==> src/rtl/regbank_pkg.sv <==
// Shared constants and types for the register-bank write-side controller.
// Imported by the arbiter and the writeback controller.
package regbank_pkg;

    localparam int DATA_W = 16;
    localparam int ADDR_W = 3;
    localparam int NREG   = 2 ** ADDR_W;

    localparam logic [ADDR_W-1:0] REG_ZERO = '0;

    typedef enum logic {
        GNT_ALU = 1'b0,
        GNT_MEM = 1'b1
    } gnt_e;

endpackage

==> src/rtl/rr_arb2.sv <==
// Two-requester round-robin arbiter; req[0]=ALU, req[1]=MEM.
// Last-grant state advances only when a grant is actually taken.
module rr_arb2
    import regbank_pkg::*;
(
    input  logic       clk,
    input  logic       rst,
    input  logic [1:0] req,
    input  logic       accept,
    output logic [1:0] gnt
);

    gnt_e last;

    always_comb begin
        gnt = 2'b00;
        unique case (req)
            2'b01:   gnt = 2'b01;
            2'b10:   gnt = 2'b10;
            2'b11:   gnt = (last == GNT_MEM) ? 2'b01 : 2'b10;
            default: gnt = 2'b00;
        endcase
    end

    always_ff @(posedge clk or negedge rst) begin
        if (!rst) begin
            last <= GNT_MEM;
        end else if (accept) begin
            last <= gnt[0] ? GNT_ALU : GNT_MEM;
        end
    end

endmodule

==> src/rtl/regbank_wb_ctrl.sv <==
// Writeback initiator for the 8x16 register bank: arbitrates ALU/load
// results into a registered write port and tracks pending destinations.
module regbank_wb_ctrl
    import regbank_pkg::*;
(
    input  logic              clk,
    input  logic              rst,
    input  logic              rsv_valid,
    input  logic [ADDR_W-1:0] rsv_reg,
    output logic              rsv_ready,
    input  logic              alu_valid,
    input  logic [ADDR_W-1:0] alu_reg,
    input  logic [DATA_W-1:0] alu_data,
    output logic              alu_ready,
    input  logic              mem_valid,
    input  logic [ADDR_W-1:0] mem_reg,
    input  logic [DATA_W-1:0] mem_data,
    output logic              mem_ready,
    output logic              wr_en,
    output logic [ADDR_W-1:0] wr_reg,
    output logic [DATA_W-1:0] wr_data,
    input  logic [ADDR_W-1:0] r_reg1,
    input  logic [ADDR_W-1:0] r_reg2,
    output logic              hazard1,
    output logic              hazard2,
    output logic [NREG-1:0]   busy_mask
);

    logic [1:0]        gnt;
    logic              accept;
    logic [ADDR_W-1:0] sel_reg;
    logic [DATA_W-1:0] sel_data;
    logic [NREG-1:0]   busy;
    logic [NREG-1:0]   set_mask;
    logic [NREG-1:0]   clr_mask;

    rr_arb2 u_arb (
        .clk    (clk),
        .rst    (rst),
        .req    ({mem_valid, alu_valid}),
        .accept (accept),
        .gnt    (gnt)
    );

    assign alu_ready = gnt[0];
    assign mem_ready = gnt[1];
    assign accept    = gnt[0] | gnt[1];
    assign sel_reg   = gnt[1] ? mem_reg : alu_reg;
    assign sel_data  = gnt[1] ? mem_data : alu_data;

    always_ff @(posedge clk or negedge rst) begin
        if (!rst) begin
            wr_en   <= 1'b0;
            wr_reg  <= '0;
            wr_data <= '0;
        end else if (accept) begin
            wr_en   <= (sel_reg != REG_ZERO);
            wr_reg  <= sel_reg;
            wr_data <= sel_data;
        end else begin
            wr_en   <= 1'b0;
        end
    end

    assign rsv_ready = rsv_valid && (rsv_reg == REG_ZERO || !busy[rsv_reg]);

    // Set is OR-ed after clear so a same-edge reserve wins over the commit.
    always_comb begin
        set_mask = '0;
        clr_mask = '0;
        if (rsv_ready && rsv_reg != REG_ZERO) set_mask = NREG'(1) << rsv_reg;
        if (wr_en) clr_mask = NREG'(1) << wr_reg;
    end

    always_ff @(posedge clk or negedge rst) begin
        if (!rst) begin
            busy <= '0;
        end else begin
            busy <= (busy & ~clr_mask) | set_mask;
        end
    end

    assign busy_mask = busy;
    assign hazard1   = busy[r_reg1] && (r_reg1 != REG_ZERO);
    assign hazard2   = busy[r_reg2] && (r_reg2 != REG_ZERO);

endmodule
==> config.mk <==
export PLATFORM = sky130hd
export DESIGN_NAME = regbank_wb_ctrl
export DESIGN_NICKNAME = d
export VERILOG_FILES = /design/src/rtl/regbank_pkg.sv /design/src/rtl/rr_arb2.sv /design/src/rtl/regbank_wb_ctrl.sv
export SDC_FILE = /design/constraint.sdc
export NUM_CORES = 1
export LEC_CHECK = 0
export CAP_MARGIN = 5
export CORE_MARGIN = 1
export CORE_UTILIZATION = 40
export DETAILED_ROUTE_END_ITERATION = 6
export PLACE_DENSITY_LB_ADDON = 0.15
export SYNTH_ARGS = -nofsm -noshare
export SYNTH_HDL_FRONTEND = slang
export SYNTH_SLANG_ARGS = --single-unit
==> constraint.sdc <==
create_clock -name clk -period 2.1 [get_ports clk]
set_clock_uncertainty 0.05 [all_clocks]
set_input_delay 0.63 -clock clk [delete_from_list [all_inputs] [get_ports clk]]
set_output_delay 0.63 -clock clk [all_outputs]
set_load 0.05 [all_outputs]
==> results.toml <==
[synthesis]
synth_edf_count = 0
ys_warn_count = 0
syn_area_mm2 = 0.00166
synthCells = 148
syn-num-nets = 200
ys_ff_latch = 29
ys_seq_area_share_pct = 43.7
yosysUniqueCellTypes = 26
synthFlopType = "dfrtp_1"
async_reset_ff_share_pct = 100
avgSynthCellArea_um2 = 11.2

[floorplan]
rows = 23
die_w_um = 66.5
start_util_pct = 41.6
boundaryPins = 85
fp.coreArea_mm2 = 0.00400
die-area_mm2 = 0.00442
die_h_um = 66.5

[route]
dr_total_vias = 1677
wl_per_cell_um = 16.3
ant_nets = 0
viasPerCell = 5.63
first_iter_violations = 58
routed_wl_mm = 4.86
first_pass_iters = 5
drcViolationCount = 0

[setup_path]
rr_worst_depth = 4
end_kind = "primary output"
critical_path.top_delay_family = "multiplexers"
cp.buffers_inverters = 2
r2r_end = "wr_data[0]"
crit_type = "in -> out"
startpoint_type = "input pin"
cp_cell_sequence = "buf_6, mux4_2, a21oi_4, buf_12"
cp.depth = 4
worstPathRequired_ns = 1.42
worstPathArrival_ns = 1.53
r2r-start = "u_arb.last"
rrSetupSlack_ns = 0.64
cpPeakStageDelay_ns = 0.52
cp_max_fo = 2
crit_end = "rsv_ready"
crit_path_top_delay_cell = "mux4_2"
critPathLaunch = "rsv_reg[1]"

[sta]
whs_ns = 0.450
period_share_pct = 105
rsz0062_at_grt = "true"
timing.fmax_ghz = 0.452
slew-limit-headroom_pct = 75.7
fin_crit_ns = 2.21
hold_viol = 0
setup_ws_ns = -0.112
slew_violations = 0
worstMarginPinSlew_ns = 0.365
setup-violations-final = 3

[cts]
cts_sinks = 29
cts_buffers = 5
cts_root_buffer = "clkbuf_8"
cts_hold_buf = 0
cts_buffer_depth = 2
cts_tree = "done"
clk_latency_ns = 0.28
ctsHtreeMaxLevel = 2
cts.clk_slew.worst_paths_ns = 0.05

[layout]
final_area_mm2 = 0.00274
fillers = 310
largest_register_ffs = 16
syn2layout_area_growth_pct = 64.9
drive_above_1_share_pct = 32.7
stdcell_count = 298
n_antenna_cell = 0
final_nets = 300

[power]
totalPowerFinal_w = 0.00270
ir_drop_mv = 0.483
p_leak_nw = 1.19
power_density_mw_per_mm2 = 986

[outcome]
status = "finished, violations left"
violations = "negative setup slack"

[job]
maxCapViolations = 0

[place]
gp_congestion = 0.874
placedInstanceArea_mm2 = 0.00261
io_buffers = 84
placed_cells = 288
dpl.hpwl_mm = 3.65

[grt]
grt_max_degree = 33
grt_pass1_wl_mm = 7.62
grt_overflow = 0
antenna_found_initial = 0
grt_pass1_vias = 1657
grt_usage_pct = 23.1

[hold_path]
hold_path.class = "reg -> reg"
==> worst reg2reg max path: stages, from the launching register on <==
cell	delay [ns]
dfstp_2	0.57
nand2b_1	0.14
nand2_1	0.09
buf_4	0.23
o221a_1	0.27
==> cells in the mapped netlist (3+ instances only) <==
library cell	n	area, um2
dfrtp_1	28	701
a211o_1	19	166
nor2b_1	19	119
o221a_1	19	214
o21ai_1	10	50.1
nand2_1	7	26.3
o41ai_1	7	61.3
buf_2	5	25.0
nand2b_1	4	25.0
a21oi_1	3	15.0
clkbuf_1	3	11.3
inv_2	3	11.3
mux4_2	3	67.6
==> logic make-up after synthesis <==
group	share of synthesized area, %
buffers and inverters	4.89
DFF	43.7
and+or+nand+nor	12.3
AOI/OAI and AO/OA	33.1
muxes	6.02
==> area by class of cell <==
type | count | area, um2 | area share [%]
Clock buffer | 7 | 86.3 | 3.15
Inverter | 5 | 18.8 | 0.685
Multi-Input combinational cell | 103 | 893 | 32.6
Sequential cell | 29 | 729 | 26.6
Tap cell | 50 | 62.6 | 2.28
Timing Repair Buffer | 104 | 951 | 34.7
==> metal layers <==
metal | vias to the layer above | GRT usage [%] | wire length, um
met2 | 70 | 39.7 | 2450
li1 | 789 | - | -
met5 | - | 0 | 0
met4 | 0 | 7.71 | 53
met3 | 6 | 5.65 | 308
met1 | 812 | 28.1 | 2050
==> power by group <==
group          internal [W]  leakage [nW]  switching, W
Sequential         0.000685         0.339      0.000122
Clock              0.000259        0.0443      0.000193
Combinational      0.000600         0.807      0.000844
==> worst min path at each step <==
stage | from | to | slack [ns] | cells past startpoint
2_1_floorplan | rst | busy_mask[0] | 0.28 | 0
3_3_place_gp | u_arb.last | u_arb.last | 0.42 | 2
3_5_place_dp | u_arb.last | u_arb.last | 0.45 | 2
4_1_cts | u_arb.last | u_arb.last | 0.45 | 2
5_1_grt | u_arb.last | u_arb.last | 0.47 | 2
6_report | u_arb.last | u_arb.last | 0.45 | 2
==> cell usage in the layout (no fill, tap or decap), types with 3 or more instances in the layout <==
cell and count:
a211o_1 19, buf_12 3, buf_4 48, buf_6 5, clkbuf_8 6, clkdlybuf4s50_1 41, dfrtp_1 26, dlygate4sd2_1 6
inv_2 3, mux4_2 3, nand2_1 5, nand2b_1 4, nor2b_1 19, o21ai_1 8, o221a_1 19, o41ai_1 7
==> metrics by stage <==
step	TNS, ns	utilization (%)	worst slack (ns)
finish	-0.235	68.5	-0.112
global route	-0.349	68.5	-0.157
CTS	-0.258	68.3	-0.128
detailed placement	-3.01	65.3	-0.597
global placement	-2.12	65.3	-0.588
floorplan	-0.195	-	-0.195
==> repair_timing <==
item                       CTS  global route
setup endpoints to repair    5             3
setup buffers                2             1
pin swaps                    3             0
resized for setup           30             1
Note: power is estimated with default switching activity, not from simulation.
